**config.mk**
```make
export PLATFORM = sky130hd
export DESIGN_NAME = vx_vector_repack
export DESIGN_NICKNAME = d
export VERILOG_FILES = /design/src/rtl/vx_vector_repack.sv
export SDC_FILE = /design/constraint.sdc
export NUM_CORES = 1
export LEC_CHECK = 0
export ABC_AREA = 0
export CORE_MARGIN = 4
export CORE_UTILIZATION = 46
export CTS_BUF_LIST = sky130_fd_sc_hd__clkbuf_4 sky130_fd_sc_hd__clkbuf_8
export DETAILED_ROUTE_END_ITERATION = 10
export PLACE_DENSITY = 0.83
export SLEW_MARGIN = 20
export SYNTH_ARGS = -nofsm -noshare
export SYNTH_HDL_FRONTEND = slang
export SYNTH_SLANG_ARGS = --single-unit
```
**constraint.sdc**
```tcl
create_clock -name clk -period 2.15 [get_ports clk]
set_input_delay 0.43 -clock clk [delete_from_list [all_inputs] [get_ports clk]]
set_output_delay 0.43 -clock clk [all_outputs]
set_load 0.005 [all_outputs]
```
**src/rtl/vx_vector_repack.sv**
```systemverilog
`default_nettype none
// ============================================================================
//  Module   : vx_vector_repack
//  Purpose  : Collects BEATS narrow ALU result beats into a single wide vector
//             register write, with a per-lane write mask.
//  Revision : 1.0 - initial release
// ============================================================================

`ifndef VLEN_ARCH
`define VLEN_ARCH 256
`endif
`ifndef XLEN
`define XLEN 32
`endif
`ifndef NUM_THREADS
`define NUM_THREADS 4
`endif
`ifndef NW_WIDTH
`define NW_WIDTH 2
`endif

module vx_vector_repack #(
    parameter int VLEN        = `VLEN_ARCH,
    parameter int XLEN        = `XLEN,
    parameter int NUM_THREADS = `NUM_THREADS
) (
    input  logic                          clk,
    input  logic                          reset,
    input  logic                          valid_in,
    output logic                          ready_out,
    input  logic [NUM_THREADS*XLEN-1:0]   data_in,
    input  logic [NUM_THREADS-1:0]        tmask_in,
    input  logic [`NW_WIDTH-1:0]          wid_in,
    input  logic [4:0]                    rd_in,
    output logic                          valid_out,
    input  logic                          ready_in,
    output logic [VLEN-1:0]               vd_data_out,
    output logic [VLEN/XLEN-1:0]          vd_mask_out,
    output logic [`NW_WIDTH-1:0]          wid_out,
    output logic [4:0]                    rd_out,
    output logic                          err_out
);

    localparam int LANES   = VLEN / XLEN;
    localparam int BEATS   = LANES / NUM_THREADS;
    localparam int c_cnt_w = (BEATS > 1) ? $clog2(BEATS) : 1;
    localparam logic [c_cnt_w-1:0] c_last_beat = c_cnt_w'(BEATS - 1);
    localparam logic [c_cnt_w-1:0] c_one       = c_cnt_w'(1);

    generate
        if (BEATS < 1 || (VLEN % XLEN) != 0 || (LANES % NUM_THREADS) != 0) begin : g_bad_cfg
            $error("vx_vector_repack: VLEN/XLEN/NUM_THREADS do not divide into whole beats");
        end
    endgenerate

    typedef enum logic [1:0] {
        S_IDLE    = 2'd0,
        S_COLLECT = 2'd1,
        S_FULL    = 2'd2
    } state_t;

    state_t                r_state;
    state_t                w_state_nxt;
    logic [c_cnt_w-1:0]    r_cnt;
    logic [VLEN-1:0]       r_vd_data;
    logic [LANES-1:0]      r_vd_mask;
    logic [`NW_WIDTH-1:0]  r_wid;
    logic [4:0]            r_rd;
    logic                  r_err;

    logic                  w_accept;
    logic [c_cnt_w-1:0]    w_beat;
    logic [VLEN-1:0]       w_data_nxt;
    logic [LANES-1:0]      w_mask_nxt;

    assign ready_out = (r_state != S_FULL);
    assign valid_out = (r_state == S_FULL);
    assign w_accept  = valid_in && ready_out;

    always_ff @(posedge clk or negedge reset) begin
        if (!reset) begin
            r_state <= S_IDLE;
        end else begin
            r_state <= w_state_nxt;
        end
    end

    always_comb begin
        w_state_nxt = r_state;
        case (r_state)
            S_IDLE: begin
                if (w_accept) begin
                    w_state_nxt = (BEATS == 1) ? S_FULL : S_COLLECT;
                end
            end
            S_COLLECT: begin
                if (w_accept && (r_cnt == c_last_beat)) begin
                    w_state_nxt = S_FULL;
                end
            end
            S_FULL: begin
                if (ready_in) begin
                    w_state_nxt = S_IDLE;
                end
            end
            default: w_state_nxt = S_IDLE;
        endcase
    end

    // A new group starts from a cleared vector so lanes never written read 0.
    always_comb begin
        w_beat     = (r_state == S_IDLE) ? '0 : r_cnt;
        w_data_nxt = (r_state == S_IDLE) ? '0 : r_vd_data;
        w_mask_nxt = (r_state == S_IDLE) ? '0 : r_vd_mask;
        for (int l = 0; l < LANES; l++) begin
            if ((l / NUM_THREADS) == int'(w_beat)) begin
                w_mask_nxt[l] = tmask_in[l % NUM_THREADS];
                w_data_nxt[l*XLEN +: XLEN] = tmask_in[l % NUM_THREADS]
                    ? data_in[(l % NUM_THREADS)*XLEN +: XLEN] : '0;
            end
        end
    end

    always_ff @(posedge clk or negedge reset) begin
        if (!reset) begin
            r_cnt     <= '0;
            r_vd_data <= '0;
            r_vd_mask <= '0;
            r_wid     <= '0;
            r_rd      <= '0;
            r_err     <= 1'b0;
        end else if (w_accept) begin
            r_vd_data <= w_data_nxt;
            r_vd_mask <= w_mask_nxt;
            if (r_state == S_IDLE) begin
                r_wid <= wid_in;
                r_rd  <= rd_in;
                r_cnt <= (BEATS == 1) ? '0 : c_one;
            end else begin
                // Mismatched beats are still written; the flag is sticky until reset.
                if ((wid_in != r_wid) || (rd_in != r_rd)) begin
                    r_err <= 1'b1;
                end
                r_cnt <= (r_cnt == c_last_beat) ? '0 : (r_cnt + c_one);
            end
        end
    end

    assign vd_data_out = r_vd_data;
    assign vd_mask_out = r_vd_mask;
    assign wid_out     = r_wid;
    assign rd_out      = r_rd;
    assign err_out     = r_err;

endmodule

`default_nettype wire

```
* Word level (Yosys, flattened, before mapping) *
Index checks and enable logic that the tools add are counted.

storage, ports and cells
  register bits after elaboration = 275
  bits in latches = 0
  RAM bits = 0
  bits in read-only memories = 0
  memories kept = 0

cells by class
  $add $sub $neg = 1
  multipliers = 0
  divide/modulo/power cells = 0
  $lt $le $gt $ge = 0
  eq/ne operators = 9
  shift-type cells = 0
  multiplexer cells = 29
  bitwise logic cells = 1
  reductions and logical operators = 10

operators with widths
  kind                 number
  $mux 32              12
  $mux 256             1
  $mux 1               11
  $mux 8               1
  $mux 2               3
  $ne 2x2->1 const B   3
  $pmux 2 s3           1
  $reduce_and 2->1     3
  $reduce_and 3->1     2
  $ne 5x5->1           1
  $ne 2x1->1 const B   2
  $eq 2x1->1 const B   1
  $eq 2x2->1 const B   1
  $logic_and 1x1->1    2
  $logic_not 2->1      1
  $ne 2x2->1           1
  $reduce_bool 2->1    1
  $add 1x1->1 const B  1
  $logic_or 1x1->1     1
  $not 1->1            1

* Longest topological paths before layout *
Gate-level depths: netlist of the first run.

  depth after elaboration = 5
  mapped depth = 7
  gate-level depth less buffers = 3

* Worst setup path before layout of the first run *
Ideal clock, no wire load.

  path type = reg-to-reg
  start = register r_state[0]
  end = register r_vd_mask[1] (netlist: vd_mask_out[1])
  data arrival time = 1.410 ns
  required time = 2.022 ns
  path slack = 0.613 ns
  cell stages (with the launch flop) = 7
  path buffers = 3
  clock period less this slack = 1.537 ns
  path through = dfrtp_1 -> nand2b_1 -> buf_4 -> nand3_1 -> buf_2 -> buf_4 -> mux2_1

on the way
  elaborated cells between the ends (all ways) = 7

RTL lines
  item                        line  text
  start, declared             62    state_t r_state;
  start signal, assigned      84    r_state <= w_state_nxt;
  $ne 2x2->1                  76    assign ready_out = (r_state != S_FULL);
  net ready_out               30    output logic ready_out,
  $logic_and 1x1->1           78    assign w_accept = valid_in && ready_out;
  $reduce_and 2->1 (no line)  -
  end signal, assigned        134   r_vd_mask <= w_mask_nxt;
  end, declared               66    logic [LANES-1:0] r_vd_mask;

The timed path passes the listed nets, and every way through them passes these cells.
A chain may end at the register's enable or synchronous reset.

* Worst setup path after layout of the first run *
  start = register r_state[1]
  end = output ready_out

on the way
  longest elaborated chain between the ends = 1

ends and longest elaborated chain
  item           line
  $ne 2x2->1     76
  end, declared  30

Every way passes these cells.

==> results.md, run 1 <==
- Total power: 22.9 mW
- Seq cells post-synth: 275
- Layout cells sized above 1: 0.0906
- Post-route ant nets: 0
- Worst-Skew Late Latency: ~550 ps
- Period utilization: 0.945
- Final Util: 0.713
- Top-area cell type share of the netlist area: 0.630
- CTS root buf: clkbuf_8
- Endpoint type of the worst setup path: primary output
- Max-cap violations: 0
- Achievable Freq: between 0.4 and 0.5 GHz
- Layout Skew: roughly 23 ps
- Post-Layout Inst Area: 16700 sq um
- CP arrival: 1600 ps
- Sequential fraction of the synthesis area: 0.630
- Avg WL per Cell: around 20 um
- GRT Total Usage: 0.252
- Final net count: ~1500
- Largest net degree at the start of global routing: 76
- Number of clock sinks: 275
- Worst-path maximum fanout: 6
- Overall via count from detail_route: 8702
- Synth Area per Inst: 12.2 sq um
- Post-Layout Cell Count: approximately 1700
- Total Wirelength: roughly 34 mm
- Critical path class: register to primary output
- Area growth syn-to-layout: 52.7%
- Worst hold path class: primary input to asynchronous set/reset pin
- Number of distinct library cells after synthesis: 22
- Clock transition at the registers of the reported paths: 70 ps
- Die area: 26300 sq um
- Initial Util: 0.467
- Status: complete, no violations
- Leading area contributor after synthesis: dfrtp_1
- Fillers: 1598
- Final hold vios: 0
- Clock Tree Buf Depth: 3
- Placed cell areas: 15600 sq um
- RSZ-0062 raised after global routing: no
- Final Max Tran Viols: 0
- Initial antenna violation count: 1
- Pwr Density: approximately 1400 nW/um^2
- Pleak: 8.21 nW
- Setup ws final: roughly 120 ps
- Syn Std Cell Area: about 11000 sq um
- CTS tree: built
- Overflow after GRT: 0
- Core Region: 23400 sq um
- Gate Count Post-Synth: 893
- Drc violations: 0
- Final GP Congestion: 0.856
- Internal reg-to-reg setup slack: 560 ps
- Die height: 162 um
- HPWL after detailed placement: 23.7 mm
- I/O pins: roughly 420
- Synth top area cells: dfrtp_1 63%, mux2i_1 12%, a22o_1 10%
- Worst-Margin Slew: approximately 500 ps
- Die W: 162 um
- CTS buffer count: 46
- First-pass GRT wire length: 52.2 mm
- Via density: around 5.2
- DR iter-0 viols: 520
- WHS: around 410 ps
- Min Clock Period, post-route: approximately 2000 ps
- Setup TNS: 0 ps
- Yosys warning total: 0
- Place WS: about 200 ps
- H-tree levels: 2
- Slew headroom: 0.666
- Synth Net Count: 1036
- VDD IR max: 0.000889 V
- Vias in the first global route: 9225
- Final setup viols: 0
- Dpl cells: 1600
- # rows: 56
- CP Launch Type: register
- IO buf count: 416
- Drt first pass iters: 5
- Worst Path Required: 1720 ps
[layout make-up]
type / count / area [sq um] / area share
well taps: 319 / 399 / 0.0239
inverters: 129 / 484 / 0.0290
repair buffers: 454 / 4650 / 0.279
clock buffers: 80 / 982 / 0.0589
multi-input cells: 427 / 3240 / 0.194
flip-flops and latches: 275 / 6880 / 0.413
diodes: 1 / 2.50 / 0.000150
clock inverters: 3 / 40.0 / 0.00240
[path summary, 6_finish.rpt]
path	startpoint	to	cells past startpoint
worst max register to register	r_state[0]	vd_data_out[208]	6
worst min-delay path	reset	vd_data_out[192]	2
worst max-delay path	r_state[1]	ready_out	2
max in group asynchronous	reset	vd_data_out[115]	3
min in group clk	ready_in	r_state[1]	2
worst min register to register	vd_mask_out[7]	vd_mask_out[7]	1
[critical path, stage by stage (launching register included)]
cell             delay (ps)
dfrtp_1                 430
nand2b_4                130
clkdlybuf4s50_1         510
[flip-flops by register name (all words and copies together), names as in the netlist]
register	flops
vd_data_out	256
vd_mask_out	8
rd_out	5
r_state	2
wid_out	2
err_out	1
r_cnt	1
[synth_stat cells (all sizes together)]
| cell type | count |
|---|---|
| and2 | 4 |
| buf | 37 |
| o22ai | 1 |
| clkbuf | 25 |
| nand2b | 3 |
| mux2 | 11 |
| nor4 | 2 |
| a21oi | 3 |
| nor2 | 3 |
| xor2 | 7 |
| nand2 | 129 |
| mux2i | 128 |
| a22o | 128 |
| dfrtp | 275 |
| a21o | 4 |
| inv | 129 |
| and3 | 1 |
| nand3 | 2 |
| nor3 | 1 |
[routing by layer]
layer  GRT usage  wire (um)  share of wire
met5           0          0              0
met4       0.113       1620          0.048
met3      0.0642       2670          0.079
met2       0.421      16500           0.49
met1       0.310      13100           0.39
[where the power goes]
group / internal (mW) / switching, mW / leakage (nW)
Combinational: 5.62 / 3.71 / 4.06
Sequential: 7.25 / 1.25 / 3.61
Clock: 2.97 / 2.07 / 0.548
[cell families after synthesis]
| kind of cell | after synthesis | synth area share |
|---|---|---|
| buffers and inverters | 191 | 0.0755 |
| AOI/OAI and AO/OA | 136 | 0.107 |
| muxes | 139 | 0.129 |
| DFF | 275 | 0.630 |
| xor gates and xnor gates | 7 | 0.00561 |
| and+or+nand+nor | 145 | 0.0529 |
[cell usage in the layout (no fill, tap or decap), types with 2 or more instances in the layout]
master / n
buf_4: 22
nor2_1: 3
clkbuf_8: 61
dfrtp_1: 275
nand3_4: 2
buf_12: 15
clkinv_2: 2
mux2i_1: 128
inv_1: 129
nand2b_1: 2
mux2_1: 11
clkbuf_4: 19
nand2_1: 129
a21o_1: 4
nor4_1: 2
a22o_1: 128
and2_1: 4
xor2_1: 7
a21oi_1: 3
clkdlybuf4s50_1: 414
[repair_timing]
item | in CTS | in global routing
setup buffers | 1 | 2
pin swaps | 0 | 0
endpoints found under the setup margin | 2 | 1
hold endpoints to repair | 51 | 0
hold buffers | 1 | 0
resized for setup | 2 | 1
No activity file was read; power rests on OpenSTA's default activity.
==> run 2, diff against run 1 <==
--- a/config.mk
+++ b/config.mk
@@ -11,6 +11,7 @@
 export CTS_BUF_LIST = sky130_fd_sc_hd__clkbuf_4 sky130_fd_sc_hd__clkbuf_8
 export DETAILED_ROUTE_END_ITERATION = 10
 export PLACE_DENSITY = 0.83
+export SETUP_SLACK_MARGIN = 0.15
 export SLEW_MARGIN = 20
 export SYNTH_ARGS = -nofsm -noshare
 export SYNTH_HDL_FRONTEND = slang
==> run 2 against run 1 <==
Total power about the same. Sequential share of layout area about the same. Clock power hardly changed. Highest routed layer unchanged. Hold slack improved by 0.62 ps. Core utilization is essentially flat. Maximum frequency up 4.2%. Critical path type unchanged. Clock-buffer cell count unchanged. Die area unchanged. First-iteration DRC count increased by 4.6%. Non-clock buffer count stayed put. Combinational power barely moved. Routed wire length decreased by 0.15%.
==> results.md, run 2 (synthesized netlist as in run 1, its figures left out) <==
- Clock transition at the registers of the reported paths: 70 ps (about the same)
- Initial antenna violation count: 1 (unchanged)
- Max-cap violations: 0 (unchanged)
- Final Max Tran Viols: 0 (unchanged)
- Drt first pass iters: 5 (unchanged)
- Period utilization: 0.907 (was 0.945)
- DR iter-0 viols: 544 (was 520)
- Overflow after GRT: 0 (unchanged)
- Critical path's slowest cell: clkdlybuf4s50_1 (unchanged)
- Via density: 5.13 (was 5.16)
- Largest stage delay, worst path: 530 ps (was 510 ps)
- Crit path to: vd_data_out[208] (was ready_out)
- Crit path buf inv count: 1 (unchanged)
- Layout cells sized above 1: 0.0906 (unchanged)
- Fillers: 1604 (was 1598)
- R2r worst-path depth: 6 (unchanged)
- Slew headroom: 0.666 (about the same)
- CP Launch Type: register (unchanged)
- Die area: 26300 sq um (unchanged)
- Most frequent cells in the layout: 413 x clkdlybuf4s50_1, 275 x dfrtp_1, 129 x inv_1, 129 x nand2_1 (was 414 x clkdlybuf4s50_1, 275 x dfrtp_1, 129 x inv_1, 129 x nand2_1)
- Internal Power: 15.8 mW (about the same)
- RSZ-0062 raised after global routing: no (unchanged)
- CP delay by family, top: buffers and inverters (unchanged)
- Final GP Congestion: 0.856 (unchanged)
- Worst hold path class: primary input to asynchronous set/reset pin (unchanged)
- CTS buffer count: 46 (unchanged)
- Reg-to-reg startpoint: r_state[0] (unchanged)
- WHS: 409 ps (about the same)
- Clock share of power: 0.221 (was 0.220)
- IO buf count: 416 (unchanged)
- Final net count: 1476 (unchanged)
- Endpoint type of the worst setup path: primary output (unchanged)
- Min Clock Period, post-route: 1950 ps (was 2030 ps)
- CTS tree: built (unchanged)
- Area growth syn-to-layout: 52.7% (about the same)
- Final hold vios: 0 (unchanged)
- # rows: 56 (unchanged)
- Pwr Density: 1370 nW/um^2 (about the same)
- Initial Util: 0.467 (unchanged)
- Critical path class: register to primary output (unchanged)
- GRT Total Usage: 0.252 (about the same)
- Worst-Skew Late Latency: 550 ps (about the same)
- Commonest non-fill, non-tap cell in the layout: clkdlybuf4s50_1 (unchanged)
- Status: complete, no violations (unchanged)
- CP arrival: 1520 ps (was 1600 ps)
- HPWL after detailed placement: 23.7 mm (unchanged)
- Crit-path cells: clkdlybuf4s50_1 (was nand2b_4, clkdlybuf4s50_1)
- Total Wirelength: 33.8 mm (about the same)
- First-pass GRT wire length: 52.3 mm (was 52.2 mm)
- Die W: 162 um (unchanged)
- Vias in the first global route: 9228 (was 9225)
- RR Endpoint: vd_data_out[51] (was vd_data_out[208])
- Final setup viols: 0 (unchanged)
- VDD IR max: 0.000883 V (was 0.000889 V)
- Critical Path Start: vd_data_out[208] (was r_state[1])
- Drc violations: 0 (unchanged)
- Worst Path Required: 1720 ps (about the same)
- Layout Skew: 20.8 ps (was 23.1 ps)
- Internal reg-to-reg setup slack: 550 ps (was 560 ps)
- Die height: 162 um (unchanged)
- WP depth: 1 (was 2)
- P_sw: 7.03 mW (about the same)
- Largest net degree at the start of global routing: 76 (unchanged)
- Seq pwr share: 0.371 (about the same)
- Post-route ant nets: 0 (unchanged)
- Max reg flops: 256 (unchanged)
- Core Region: 23400 sq um (unchanged)
- Final Util: 0.713 (about the same)
- Worst-Margin Slew: 501 ps (about the same)
- Worst-path maximum fanout: 2 (was 6)
- Logic pwr share: 0.408 (about the same)
- H-tree levels: 2 (unchanged)
- CTS root buf: clkbuf_8 (unchanged)
- Number of clock sinks: 275 (unchanged)
- Clock Tree Buf Depth: 3 (unchanged)
- Setup TNS: 0 ps (unchanged)
- Achievable Freq: 0.513 GHz (was 0.492 GHz)
- Net Sw Frac: 0.307 (about the same)
- I/O pins: 417 (unchanged)
- Avg WL per Cell: 20.0 um (about the same)
- Pleak: 8.20 nW (was 8.21 nW)
- Overall via count from detail_route: 8663 (was 8702)
==> run 2: area by class of cell <==
class                      instances  area, sq um  share of cell area
timing repair buffer             454         4650               0.279
antenna                            1         2.50            0.000150
clock buffer                      80          982              0.0589
tap                              319          399              0.0239
sequential                       275         6880               0.413
clock inverter                     3         40.0             0.00240
multi-input combinational        427         3240               0.195
inverter                         129          484              0.0290
==> run 2: per-layer routing <==
metal  wire length (um)  part of all wire  GRT usage  vias to the layer above
li1                   -                 -          -                     3855
met1              13000              0.39      0.312                     4245
met2              16400              0.49      0.420                      457
met3               2720             0.080     0.0642                      106
met4               1630             0.048      0.113                        0
met5                  0                 0          0                        -
==> run 2: what timing repair did <==
action,in CTS,in global routing
setup endpoints to repair,2,1
endpoints found under the hold margin,51,0
hold buffers,1,0
resized for setup,3,1
setup buffers,3,0
pin swaps,0,0
==> run 2: per-stage QoR <==
step	setup WS [ps]	cells	instance area [sq um]	power, mW
after floorplan	613	893	10900	11.8
after global placement	215	1600	15600	17.6
after detailed placement	203	1600	15600	17.8
after CTS	153	1687	16700	23.0
after global routing	167	1688	16700	24.1
final	200	1688	16700	22.9
==> run 2: how the worst min path moves through the flow <==
stage	endpoint	startpoint	cells after the start	slack, ps
after floorplan	err_out	reset	0	130
after global placement	vd_data_out[80]	reset	1	410
after detailed placement	vd_data_out[80]	reset	1	410
after CTS	vd_data_out[80]	reset	2	410
after global routing	vd_data_out[192]	reset	2	440
final	vd_data_out[192]	reset	2	410
==> run 2: power groups by stage <==
stage          registers, mW  logic [mW]  clock network, mW
6_report                8.49        9.34               5.05
5_1_grt                 8.74        9.97               5.40
4_1_cts                 8.48        9.43               5.12
3_5_place_dp            8.52        9.33                  0
3_3_place_gp            8.45        9.10                  0
2_1_floorplan           8.57        3.27                  0
